`src/rtl/mem_bus_responder_pkg.sv`:
```
// rtl/mem_bus_responder_pkg.sv - shared types and board geometry for the memory bus responder
// Contents: cell_t (3-bit cell), address_t (5-bit row address), col_t (column pointer),
//           fsm_state_t (IDLE/CLEAR), default geometry ROWS and COLS.
package mem_bus_responder_pkg;

  localparam int ROWS = 32;
  localparam int COLS = 10;

  typedef logic [2:0] cell_t;
  typedef logic [4:0] address_t;
  typedef logic [3:0] col_t;

  typedef enum logic {
    ST_IDLE  = 1'b0,
    ST_CLEAR = 1'b1
  } fsm_state_t;

endpackage

```
`src/rtl/mem_bus_responder_if.sv`:
```
// rtl/mem_bus_responder_if.sv - pin bundle of the multiplexed start/we/cont memory bus
// Signals: bus_start, bus_we, bus_cont, bus_in[4:0] (address on start, data in [2:0] otherwise)
//          driven by the master; bus_out[2:0], bus_oe driven by the responder (slave).
interface mem_bus_responder_if;
  import mem_bus_responder_pkg::*;

  logic     bus_start;
  logic     bus_we;
  logic     bus_cont;
  address_t bus_in;
  cell_t    bus_out;
  logic     bus_oe;

  modport master (
    output bus_start, bus_we, bus_cont, bus_in,
    input  bus_out, bus_oe
  );

  modport slave (
    input  bus_start, bus_we, bus_cont, bus_in,
    output bus_out, bus_oe
  );

endinterface

```
`src/rtl/mem_bus_row_store.sv`:
```
// rtl/mem_bus_row_store.sv - ROWS x COLS array of 3-bit cells with one write port, a whole-row clear and a combinational read
// Ports: clk; wr_en/wr_row/wr_col/wr_data single-cell write; clr_en/clr_row zero an entire row;
//        rd_row/rd_col -> rd_data (zero latency).
// Build option: MEM_BUS_RANGE_EN restricts reads/writes to rows below VALID_ROWS.
module mem_bus_row_store #(
  parameter int ROWS       = mem_bus_responder_pkg::ROWS,
  parameter int COLS       = mem_bus_responder_pkg::COLS,
  parameter int VALID_ROWS = 20
) (
  input  logic                            clk,
  input  logic                            wr_en,
  input  mem_bus_responder_pkg::address_t wr_row,
  input  mem_bus_responder_pkg::col_t     wr_col,
  input  mem_bus_responder_pkg::cell_t    wr_data,
  input  logic                            clr_en,
  input  mem_bus_responder_pkg::address_t clr_row,
  input  mem_bus_responder_pkg::address_t rd_row,
  input  mem_bus_responder_pkg::col_t     rd_col,
  output mem_bus_responder_pkg::cell_t    rd_data
);
  import mem_bus_responder_pkg::*;

`ifdef MEM_BUS_RANGE_EN
  // Rows at or above the playfield limit behave as hard-wired zero.
  localparam int ROW_LIMIT = (VALID_ROWS < ROWS) ? VALID_ROWS : ROWS;
`else
  localparam int ROW_LIMIT = ROWS;
`endif

  // Cells are deliberately left without reset: a reset does not wipe the board.
  cell_t mem [ROWS][COLS];

  function automatic logic row_ok(input address_t r);
    return int'(r) < ROW_LIMIT;
  endfunction

  always_ff @(posedge clk) begin
    if (clr_en) begin
      for (int c = 0; c < COLS; c++) begin
        mem[clr_row][c] <= '0;
      end
    end else if (wr_en && row_ok(wr_row)) begin
      mem[wr_row][wr_col] <= wr_data;
    end
  end

  assign rd_data = row_ok(rd_row) ? mem[rd_row][rd_col] : '0;

endmodule

```
`src/rtl/mem_bus_responder.sv`:
```
// rtl/mem_bus_responder.sv - pin-level responder for the start/we/cont memory bus with a row-sweep board clear
// Ports: clk, rst (async, active-high); bus (mem_bus_responder_if.slave: start/we/cont/in -> out/oe);
//        clear_req pulse starts a ROWS-cycle clear sweep; busy high during the sweep;
//        xfer_cnt counts accepted conts, wrapping at 256.
// Build option: MEM_BUS_RANGE_EN (rows >= VALID_ROWS read 0 and ignore writes).
module mem_bus_responder #(
  parameter int ROWS       = mem_bus_responder_pkg::ROWS,
  parameter int COLS       = mem_bus_responder_pkg::COLS,
  parameter int VALID_ROWS = 20
) (
  input  logic               clk,
  input  logic               rst,
  mem_bus_responder_if.slave bus,
  input  logic               clear_req,
  output logic               busy,
  output logic [7:0]         xfer_cnt
);
  import mem_bus_responder_pkg::*;

  fsm_state_t state;
  address_t   row;
  address_t   clr_row;
  col_t       col;
  logic       writing;
  logic       txn_open;   // distinguishes "no transaction since reset" from an open read
  logic       cont_acc;
  logic       store_we;
  cell_t      rd_data;

  // Start always wins over a coincident cont.
  assign cont_acc = bus.bus_cont && !bus.bus_start;
  // Pointers keep moving during a clear, only the store write is suppressed.
  assign store_we = cont_acc && writing && !busy;

  always_ff @(posedge clk or posedge rst) begin
    if (rst) begin
      state    <= ST_IDLE;
      busy     <= 1'b0;
      clr_row  <= '0;
      row      <= '0;
      col      <= '0;
      writing  <= 1'b0;
      txn_open <= 1'b0;
      xfer_cnt <= '0;
    end else begin
      if (bus.bus_start) begin
        row      <= bus.bus_in;
        col      <= '0;
        writing  <= bus.bus_we;
        txn_open <= 1'b1;
      end else if (bus.bus_cont) begin
        col      <= (col == col_t'(COLS - 1)) ? '0 : col + 1'b1;
        xfer_cnt <= xfer_cnt + 8'd1;
      end

      case (state)
        ST_IDLE: begin
          if (clear_req) begin
            state   <= ST_CLEAR;
            busy    <= 1'b1;
            clr_row <= '0;
          end
        end
        ST_CLEAR: begin
          // clear_req is not looked at here, so the sweep cannot restart.
          if (clr_row == address_t'(ROWS - 1)) begin
            state <= ST_IDLE;
            busy  <= 1'b0;
          end else begin
            clr_row <= clr_row + 1'b1;
          end
        end
        default: begin
          state <= ST_IDLE;
          busy  <= 1'b0;
        end
      endcase
    end
  end

  mem_bus_row_store #(
    .ROWS       (ROWS),
    .COLS       (COLS),
    .VALID_ROWS (VALID_ROWS)
  ) u_row_store (
    .clk     (clk),
    .wr_en   (store_we),
    .wr_row  (row),
    .wr_col  (col),
    .wr_data (cell_t'(bus.bus_in[2:0])),
    .clr_en  (busy),
    .clr_row (clr_row),
    .rd_row  (row),
    .rd_col  (col),
    .rd_data (rd_data)
  );

  assign bus.bus_out = busy ? '0 : rd_data;
  assign bus.bus_oe  = txn_open && !writing && !bus.bus_start && !busy;

endmodule

```
`src/flat_wrapper.sv`:
```
// flat-port wrapper written by rule: the top's interface ports become plain ports
module mem_bus_responder_flat import mem_bus_responder_pkg::*;
#(
  parameter int ROWS       = mem_bus_responder_pkg::ROWS,
  parameter int COLS       = mem_bus_responder_pkg::COLS,
  parameter int VALID_ROWS = 20
)
  (clk, rst, clear_req, busy, xfer_cnt, bus_bus_start, bus_bus_we, bus_bus_cont, bus_bus_in, bus_bus_out, bus_bus_oe);
  mem_bus_responder_if bus_i ();
  input  logic clk;
  input  logic rst;
  input  logic clear_req;
  output logic busy;
  output logic [7:0] xfer_cnt;
  input wire logic [$bits(bus_i.bus_start)-1:0] bus_bus_start;
  input wire logic [$bits(bus_i.bus_we)-1:0] bus_bus_we;
  input wire logic [$bits(bus_i.bus_cont)-1:0] bus_bus_cont;
  input wire logic [$bits(bus_i.bus_in)-1:0] bus_bus_in;
  output wire logic [$bits(bus_i.bus_out)-1:0] bus_bus_out;
  output wire logic [$bits(bus_i.bus_oe)-1:0] bus_bus_oe;
  assign bus_i.bus_start = bus_bus_start;
  assign bus_i.bus_we = bus_bus_we;
  assign bus_i.bus_cont = bus_bus_cont;
  assign bus_i.bus_in = bus_bus_in;
  assign bus_bus_out = bus_i.bus_out;
  assign bus_bus_oe = bus_i.bus_oe;
  mem_bus_responder #(.ROWS(ROWS), .COLS(COLS), .VALID_ROWS(VALID_ROWS)) u_core (.clk(clk), .rst(rst), .bus(bus_i), .clear_req(clear_req), .busy(busy), .xfer_cnt(xfer_cnt));
endmodule
```
`config.mk`:
```
export PLATFORM = sky130hd
export DESIGN_NAME = mem_bus_responder_flat
export DESIGN_NICKNAME = d
export VERILOG_FILES = /design/src/rtl/mem_bus_responder_pkg.sv /design/src/rtl/mem_bus_responder_if.sv /design/src/rtl/mem_bus_row_store.sv /design/src/rtl/mem_bus_responder.sv /design/src/flat_wrapper.sv
export SDC_FILE = /design/constraint.sdc
export NUM_CORES = 1
export LEC_CHECK = 0
export ABC_AREA = 1
export CAP_MARGIN = 25
export CELL_PAD_IN_SITES_DETAIL_PLACEMENT = 0
export CELL_PAD_IN_SITES_GLOBAL_PLACEMENT = 1
export CORE_ASPECT_RATIO = 0.9
export CORE_UTILIZATION = 55
export DETAILED_ROUTE_END_ITERATION = 8
export PLACE_DENSITY = 0.85
export SYNTH_ARGS = -nofsm -noshare
export SYNTH_HDL_FRONTEND = slang
export SYNTH_SLANG_ARGS = --single-unit
```
`constraint.sdc`:
```
create_clock -name clk -period 30.1 [get_ports clk]
set_clock_uncertainty 0.05 [all_clocks]
set_input_delay 4.515 -clock clk [delete_from_list [all_inputs] [get_ports clk]]
set_output_delay 4.515 -clock clk [all_outputs]
set_load 0.03 [all_outputs]
```
==> run metrics, run 1 <==
DRT iter0 DRCs=about 3,000; Core Box Area=approximately 75,000 um2; Initial Utilization=~56%; n_diodes=0; Layout fillers=~6,000; Syn Nets=3,772; Critical Path RT=25,530 ps; post-synthesis to final-layout area growth=10.4%; CTS H-Tree Depth=3; worst hold slack=roughly 430 ps; total gr overflow=0; period utilisation layout=around 36%; commonest non-fill, non-tap cells in the layout=1,204 x nand2_1, 960 x edfxtp_1, 736 x nand3_1; clock root buffer=clkbuf_16; flops & latches, synth=986; Hold WC Path Type=flip-flop to flip-flop; Hold Buf Count CTS=0; Setup crit start=bus_bus_start; Setup CP Type=primary input to output pin; via count=between 20,000 and 30,000; Slew Limit Fails=0; RSZ-0062 raised after global routing=no; routability-driven placement congestion ratio=roughly 0.8; Fin Setup TNS=0 ps; Post-synth top flop=edfxtp_1; Leak Pwr=roughly 17 nW; worst-path cell chain=clkdlybuf4s50_1, nor4_1, clkdlybuf4s50_1; Pre-Repair DR Iteration Count=7; sequential power share=48.4%; Post-synth EDFFs=between 900 and 1,000; syn avg cell area=11.1 um2; Seq/Total Area, Yosys=between 70% and 80%; TritonCTS clock tree=yes; internal power=2.50 mW; pwr dens=between 70 and 80 nW/um2; Async SR Flop Fraction=approximately 2.6%; Cell variety after synth=38; slew margin rel.=about an eighth; Routed WL=about 100,000 um; worst skew pair latency=650 ps; WL per Instance=21.8 um; final hold vios=0; cts bufs inserted=between 90 and 100; Die H=264 um; clock-pin slew on the worst setup and hold paths=around 60 ps; row count=95; input/output buffers=23; mapped cell area=roughly 42,000 um2; hold path startpoint=u_core.txn_open$_DFFE_PP0P_; most common cell after layout, fill and taps aside=nand2_1; Worst VDD drop=53.6 uV; # DRC=0; I/O pins=24; post-route ant nets=0; Reg-to-Reg Start=u_core.row[0]$_DFFE_PP0P_; CP peak stage delay=approximately 730 ps; worst slew pin tran=between 1000 and 1500 ps; Startpoint Class=primary input; Achievable Freq=~0.09 GHz; slowest cell on the critical path=clkdlybuf4s50_1; global-route wire length before repair=~160,000 um; CTS Sinks=between 900 and 1,000; Total GRT Usage=26.9%; DPL Wire Length=roughly 57,000 um; nets=roughly 3,700; CP dominant cell by count=clkdlybuf4s50_1; final setup fails=0; Final WS setup=roughly 19,000 ps; die area=between 70,000 and 80,000 um2; share of cells above drive strength 1=roughly 7.3%; switching share of power=between 20% and 30%; Post-Place Worst Slack=between 15,000 and 20,000 ps; data arrival time of the worst path=6260 ps; Comb power frac=around 18%; vias in the first global route=approximately 26,000; post-CTS sizing=0; run status=completed; min Tclk post-route=10,820 ps; die extent in x=between 200 and 300 um; antenna violations before repair=0; Yosys warnings=0; Worst Setup End Kind=output pin; Max Cap Viol=0; Clock power frac=roughly a third; Setup Buffers After CTS=0; crit path max fanout=14; Clock Tree Buf Depth=3; vias per cell=a little under 6; largest net degree at the start of global routing=237; net switching power=between 1 and 1.5 mW; Syn Inst Count=around 3,800
## registers in the layout, summed over array words and instances, names as in the netlist
register	flops
u_core.busy	1
u_core.clr_row	5
u_core.col	4
u_core.row	5
u_core.state	1
u_core.txn_open	1
u_core.u_row_store.mem	960
u_core.writing	1
u_core.xfer_cnt	8
## critical path: cells and delay by family
kind / cells / cell delay [ps]
AND/OR/NAND/NOR: 1 / 390
buffers and inverters: 2 / 1350
## cell type report
type / count / area, um2 / share of cell area [%]
flip-flops and latches: 986 / 29500 / 63.7
multi-input cells: 2483 / 11400 / 24.6
clock buffers: 117 / 2600 / 5.61
well taps: 1018 / 1270 / 2.75
repair buffers: 71 / 781 / 1.69
clock inverters: 65 / 547 / 1.18
inverters: 41 / 188 / 0.406
## power by group through the flow
stage	Combinational (mW)	Sequential, mW	Clock (mW)
floorplan	0.416	1.73	0
global placement	0.587	1.73	0
detailed placement	0.611	1.74	0
CTS	0.613	1.71	1.21
global route	0.669	1.72	1.26
finish	0.619	1.71	1.20
## routing by layer
metal / track usage (%) / share of wire (%) / vias to the layer above
li1: - / - / 13000
met1: 39.8 / 43 / 13400
met2: 41.8 / 46 / 1250
met3: 4.30 / 8.7 / 163
met4: 7.44 / 2.5 / 0
met5: 0 / 0 / -
## through the flow
step	power [mW]	utilization [%]	instance area (um2)	cells
floorplan	2.15	-	41900	3758
finish	3.53	61.7	46300	4781
CTS	3.53	61.5	46200	4777
global placement	2.32	57.2	42900	4591
global route	3.65	61.7	46300	4781
detailed placement	2.35	57.3	43000	4595
## cells in the mapped netlist (2+ instances only)
cell type | number | share of area (%)
a21oi_1 | 50 | 0.60
buf_1 | 33 | 0.30
buf_2 | 20 | 0.24
buf_6 | 7 | 0.19
clkbuf_1 | 188 | 1.7
clkinv_1 | 2 | 0.018
dfrtp_1 | 26 | 1.6
edfxtp_1 | 960 | 69
ha_1 | 3 | 0.090
inv_1 | 29 | 0.26
inv_2 | 5 | 0.045
inv_4 | 2 | 0.030
inv_6 | 2 | 0.042
nand2_1 | 1204 | 11
nand2_2 | 2 | 0.030
nand2_4 | 2 | 0.054
nand3_1 | 736 | 8.8
nand4_1 | 3 | 0.045
nand4_4 | 32 | 1.6
nor2_1 | 362 | 3.2
nor2_2 | 10 | 0.15
nor2_8 | 3 | 0.14
o21ai_0 | 34 | 0.41
o21ai_4 | 5 | 0.19
o22ai_1 | 3 | 0.045
o31ai_1 | 18 | 0.32
xnor2_1 | 2 | 0.042
xor2_1 | 5 | 0.10
## final timing paths
path	endpoint	slack (ps)	cells past startpoint
max	bus_bus_oe	19280	3
min	u_core.txn_open$_DFFE_PP0P_	430	2
max reg2reg	u_core.u_row_store.mem[26][16]$_DFFE_PP_	25470	7
min reg2reg	u_core.txn_open$_DFFE_PP0P_	430	2
max in group asynchronous	u_core.row[0]$_DFFE_PP0P_	25520	3
min in group asynchronous	u_core.row[3]$_DFFE_PP0P_	4180	3
## kinds of logic after synthesis
family / after synthesis / share of synthesized area [%]
AOI/OAI and AO/OA: 115 / 1.65
xor gates and xnor gates: 7 / 0.146
adders and majority gates: 3 / 0.0896
buffers and inverters: 289 / 2.81
DFF: 986 / 70.4
and+or+nand+nor: 2358 / 24.9
Power figures use the tool's default switching activity.
==> run 2: changes to the inputs <==
--- a/config.mk
+++ b/config.mk
@@ -10,9 +10,9 @@
 export CELL_PAD_IN_SITES_DETAIL_PLACEMENT = 0
 export CELL_PAD_IN_SITES_GLOBAL_PLACEMENT = 1
 export CORE_ASPECT_RATIO = 0.9
-export CORE_UTILIZATION = 55
+export CORE_UTILIZATION = 51
 export DETAILED_ROUTE_END_ITERATION = 8
-export PLACE_DENSITY = 0.85
+export PLACE_DENSITY = 0.8
 export SYNTH_ARGS = -nofsm -noshare
 export SYNTH_HDL_FRONTEND = slang
 export SYNTH_SLANG_ARGS = --single-unit
==> constraint.sdc (replaced) <==
create_clock -name clk -period 10.2 [get_ports clk]
set_clock_uncertainty 0.05 [all_clocks]
set_input_delay 1.53 -clock clk [delete_from_list [all_inputs] [get_ports clk]]
set_output_delay 1.53 -clock clk [all_outputs]
set_load 0.03 [all_outputs]
==> run metrics, run 2 (synthesized netlist as in run 1, its figures left out) <==
Leak Pwr=17.3 nW (was 17.4 nW); Routed WL=105,000 um (was 104,000 um); total gr overflow=0 (unchanged); Max Used Layer=met4 (unchanged); Core Box Area=81,100 um2 (was 75,000 um2); pwr dens=225 nW/um2 (was 76.2 nW/um2); TritonCTS clock tree=yes (unchanged); hold path startpoint=u_core.state$_DFF_PP0_ (was u_core.txn_open$_DFFE_PP0P_); Slew Limit Fails=0 (unchanged); setup slack, reg-to-reg=5680 ps (was 25,470 ps); worst-path cell chain=inv_8, buf_4, nand3_1, nand3_1, nand2_1, nand2_1, nand3_1, nand3_1, nand2_1, o21ai_0, nand3_1, nand2_1, inv_1, clkdlybuf4s50_1 (was clkdlybuf4s50_1, nor4_1, clkdlybuf4s50_1); via count=27,400 (was 27,800); period utilisation layout=between 60% and 70%; data arrival time of the worst path=5460 ps (was 6260 ps); Regs by FF count=u_core.u_row_store.mem x960, u_core.xfer_cnt x8 (unchanged); Clock Tree Buf Depth=3 (unchanged); max reg flops=960 (unchanged); Crit path max-delay family=buffers and inverters (unchanged); fin util=57.0% (was 61.7%); CP peak stage delay=750 ps (was 730 ps); Max Cap Viol=0 (unchanged); clock-pin slew on the worst setup and hold paths=60 ps (about the same); met2 wire length=49,700 um (was 48,100 um); Pre-Repair DR Iteration Count=5 (was 7); Hold WC Path Type=flip-flop to flip-flop (unchanged); post-route ant nets=0 (unchanged); CP Buf/Inv Count=4 (was 2); # DRC=0 (unchanged); row count=99 (was 95); Reg-to-Reg Start=u_core.row[0]$_DFFE_PP0P_ (unchanged); Die H=274 um (was 264 um); worst skew pair latency=670 ps (was 650 ps); DR WL met3=7260 um (was 9060 um); vias per cell=5.70 (was 5.82); largest net degree at the start of global routing=234 (was 237); most common cell after layout, fill and taps aside=nand2_1 (unchanged); Hold Buf Count CTS=0 (unchanged); die area=83,300 um2 (was 77,300 um2); vias in the first global route=26,300 (was 26,100); post-CTS sizing=0 (unchanged); slew margin rel.=7.59% (was 12.1%); CTS Sinks=986 (unchanged); routability-driven placement congestion ratio=0.821 (was 0.804); I/O pins=24 (unchanged); Startpoint Class=flip-flop (was primary input); Worst Setup End Kind=output pin (unchanged); Layout fillers=6,692 (was 5,944); global-route wire length before repair=160,000 um (was 156,000 um); Achievable Freq=approximately 0.14 GHz; worst slew pin tran=1390 ps (was 1320 ps); DRT iter0 DRCs=2,498 (was 2,964); final setup fails=0 (unchanged); crit path max fanout=130 (was 14); share of cells above drive strength 1=6.98% (was 7.33%); WL per Instance=21.8 um (about the same); Worst VDD drop=159 uV (was 53.6 uV); DPL Wire Length=58,500 um (was 57,100 um); Initial Utilization=51.6% (was 55.9%); Post-Route M1 WL=44,700 um (about the same); antenna violations before repair=1 (was 0); Total GRT Usage=25.4% (was 26.9%); CP dominant cell by count=nand3_1 (was clkdlybuf4s50_1); n_diodes=0 (unchanged); Setup CP Type=flip-flop to output pin (was primary input to output pin); nets=3,690 (was 3,696); Fin Setup TNS=0 ps (unchanged); Setup crit start=u_core.row[1]$_DFFE_PP0P_ (was bus_bus_start); CTS H-Tree Depth=3 (unchanged); post-synthesis to final-layout area growth=10.4% (about the same); cts bufs inserted=100 (was 99); final hold vios=0 (unchanged); Setup Buffers After CTS=0 (unchanged); clock root buffer=clkbuf_16 (unchanged); Largest Register=u_core.u_row_store.mem (unchanged); min Tclk post-route=7040 ps; run status=completed (unchanged); input/output buffers=23 (unchanged); Critical Path RT=8620 ps (was 25,530 ps); slowest cell on the critical path=dfrtp_4 (was clkdlybuf4s50_1); RSZ-0062 raised after global routing=no (unchanged); commonest non-fill, non-tap cells in the layout=1,204 x nand2_1, 960 x edfxtp_1, 736 x nand3_1 (unchanged); die extent in x=304 um (was 293 um)
==> run 2: worst paths after layout <==
| path | end | cells after the start |
|---|---|---|
| max in group asynchronous | u_core.clr_row[1]$_DFFE_PP0P_ | 3 |
| min in group asynchronous | u_core.col[0]$_DFFE_PP0P_ | 2 |
| max | bus_bus_out[1] | 14 |
| max reg2reg | u_core.u_row_store.mem[6][18]$_DFFE_PP_ | 7 |
| min | u_core.busy$_DFFE_PP0P_ | 1 |
| min reg2reg | u_core.busy$_DFFE_PP0P_ | 1 |
==> run 2: worst reg2reg max path, cell delays in order, from the launching register on <==
cell and delay (ps):
dfrtp_4 750, inv_8 770, buf_4 800, o21ai_4 100
buf_4 310, inv_4 420, nand4_4 500, nor2_1 470
==> run 2: per-layer routing <==
layer  global-route usage [%]  up-vias
met4                     9.10        0
li1                         -    12900
met2                     40.9      977
met1                     35.2    13300
met5                        0        -
met3                     3.94      174
==> run 2: cell type report <==
class | count | area [um2] | area share [%]
sequential | 986 | 29500 | 63.8
inverter | 41 | 188 | 0.406
timing repair buffer | 64 | 744 | 1.61
clock buffer | 126 | 2670 | 5.78
tap | 1060 | 1330 | 2.87
multi-input combinational | 2483 | 11400 | 24.5
clock inverter | 51 | 467 | 1.01
==> run 2: where the power goes <==
group	leakage, nW	internal (mW)	switching (mW)	total (mW)
logic	6.93	0.429	1.37	1.80
registers	8.85	4.91	0.144	5.05
clock network	1.53	2.05	1.49	3.53
==> run 2: through the flow <==
stage | cells | area [um2] | hold slack [ps] | setup slack [ps] | total power, mW
global placement | 4628 | 42900 | 394 | 3900 | 6.88
global route | 4811 | 46200 | 416 | 2940 | 10.8
finish | 4811 | 46200 | 413 | 3160 | 10.4
CTS | 4808 | 46200 | 410 | 3190 | 10.4
floorplan | 3758 | 41900 | 371 | 2430 | 6.33
detailed placement | 4631 | 43000 | 396 | 3910 | 6.92
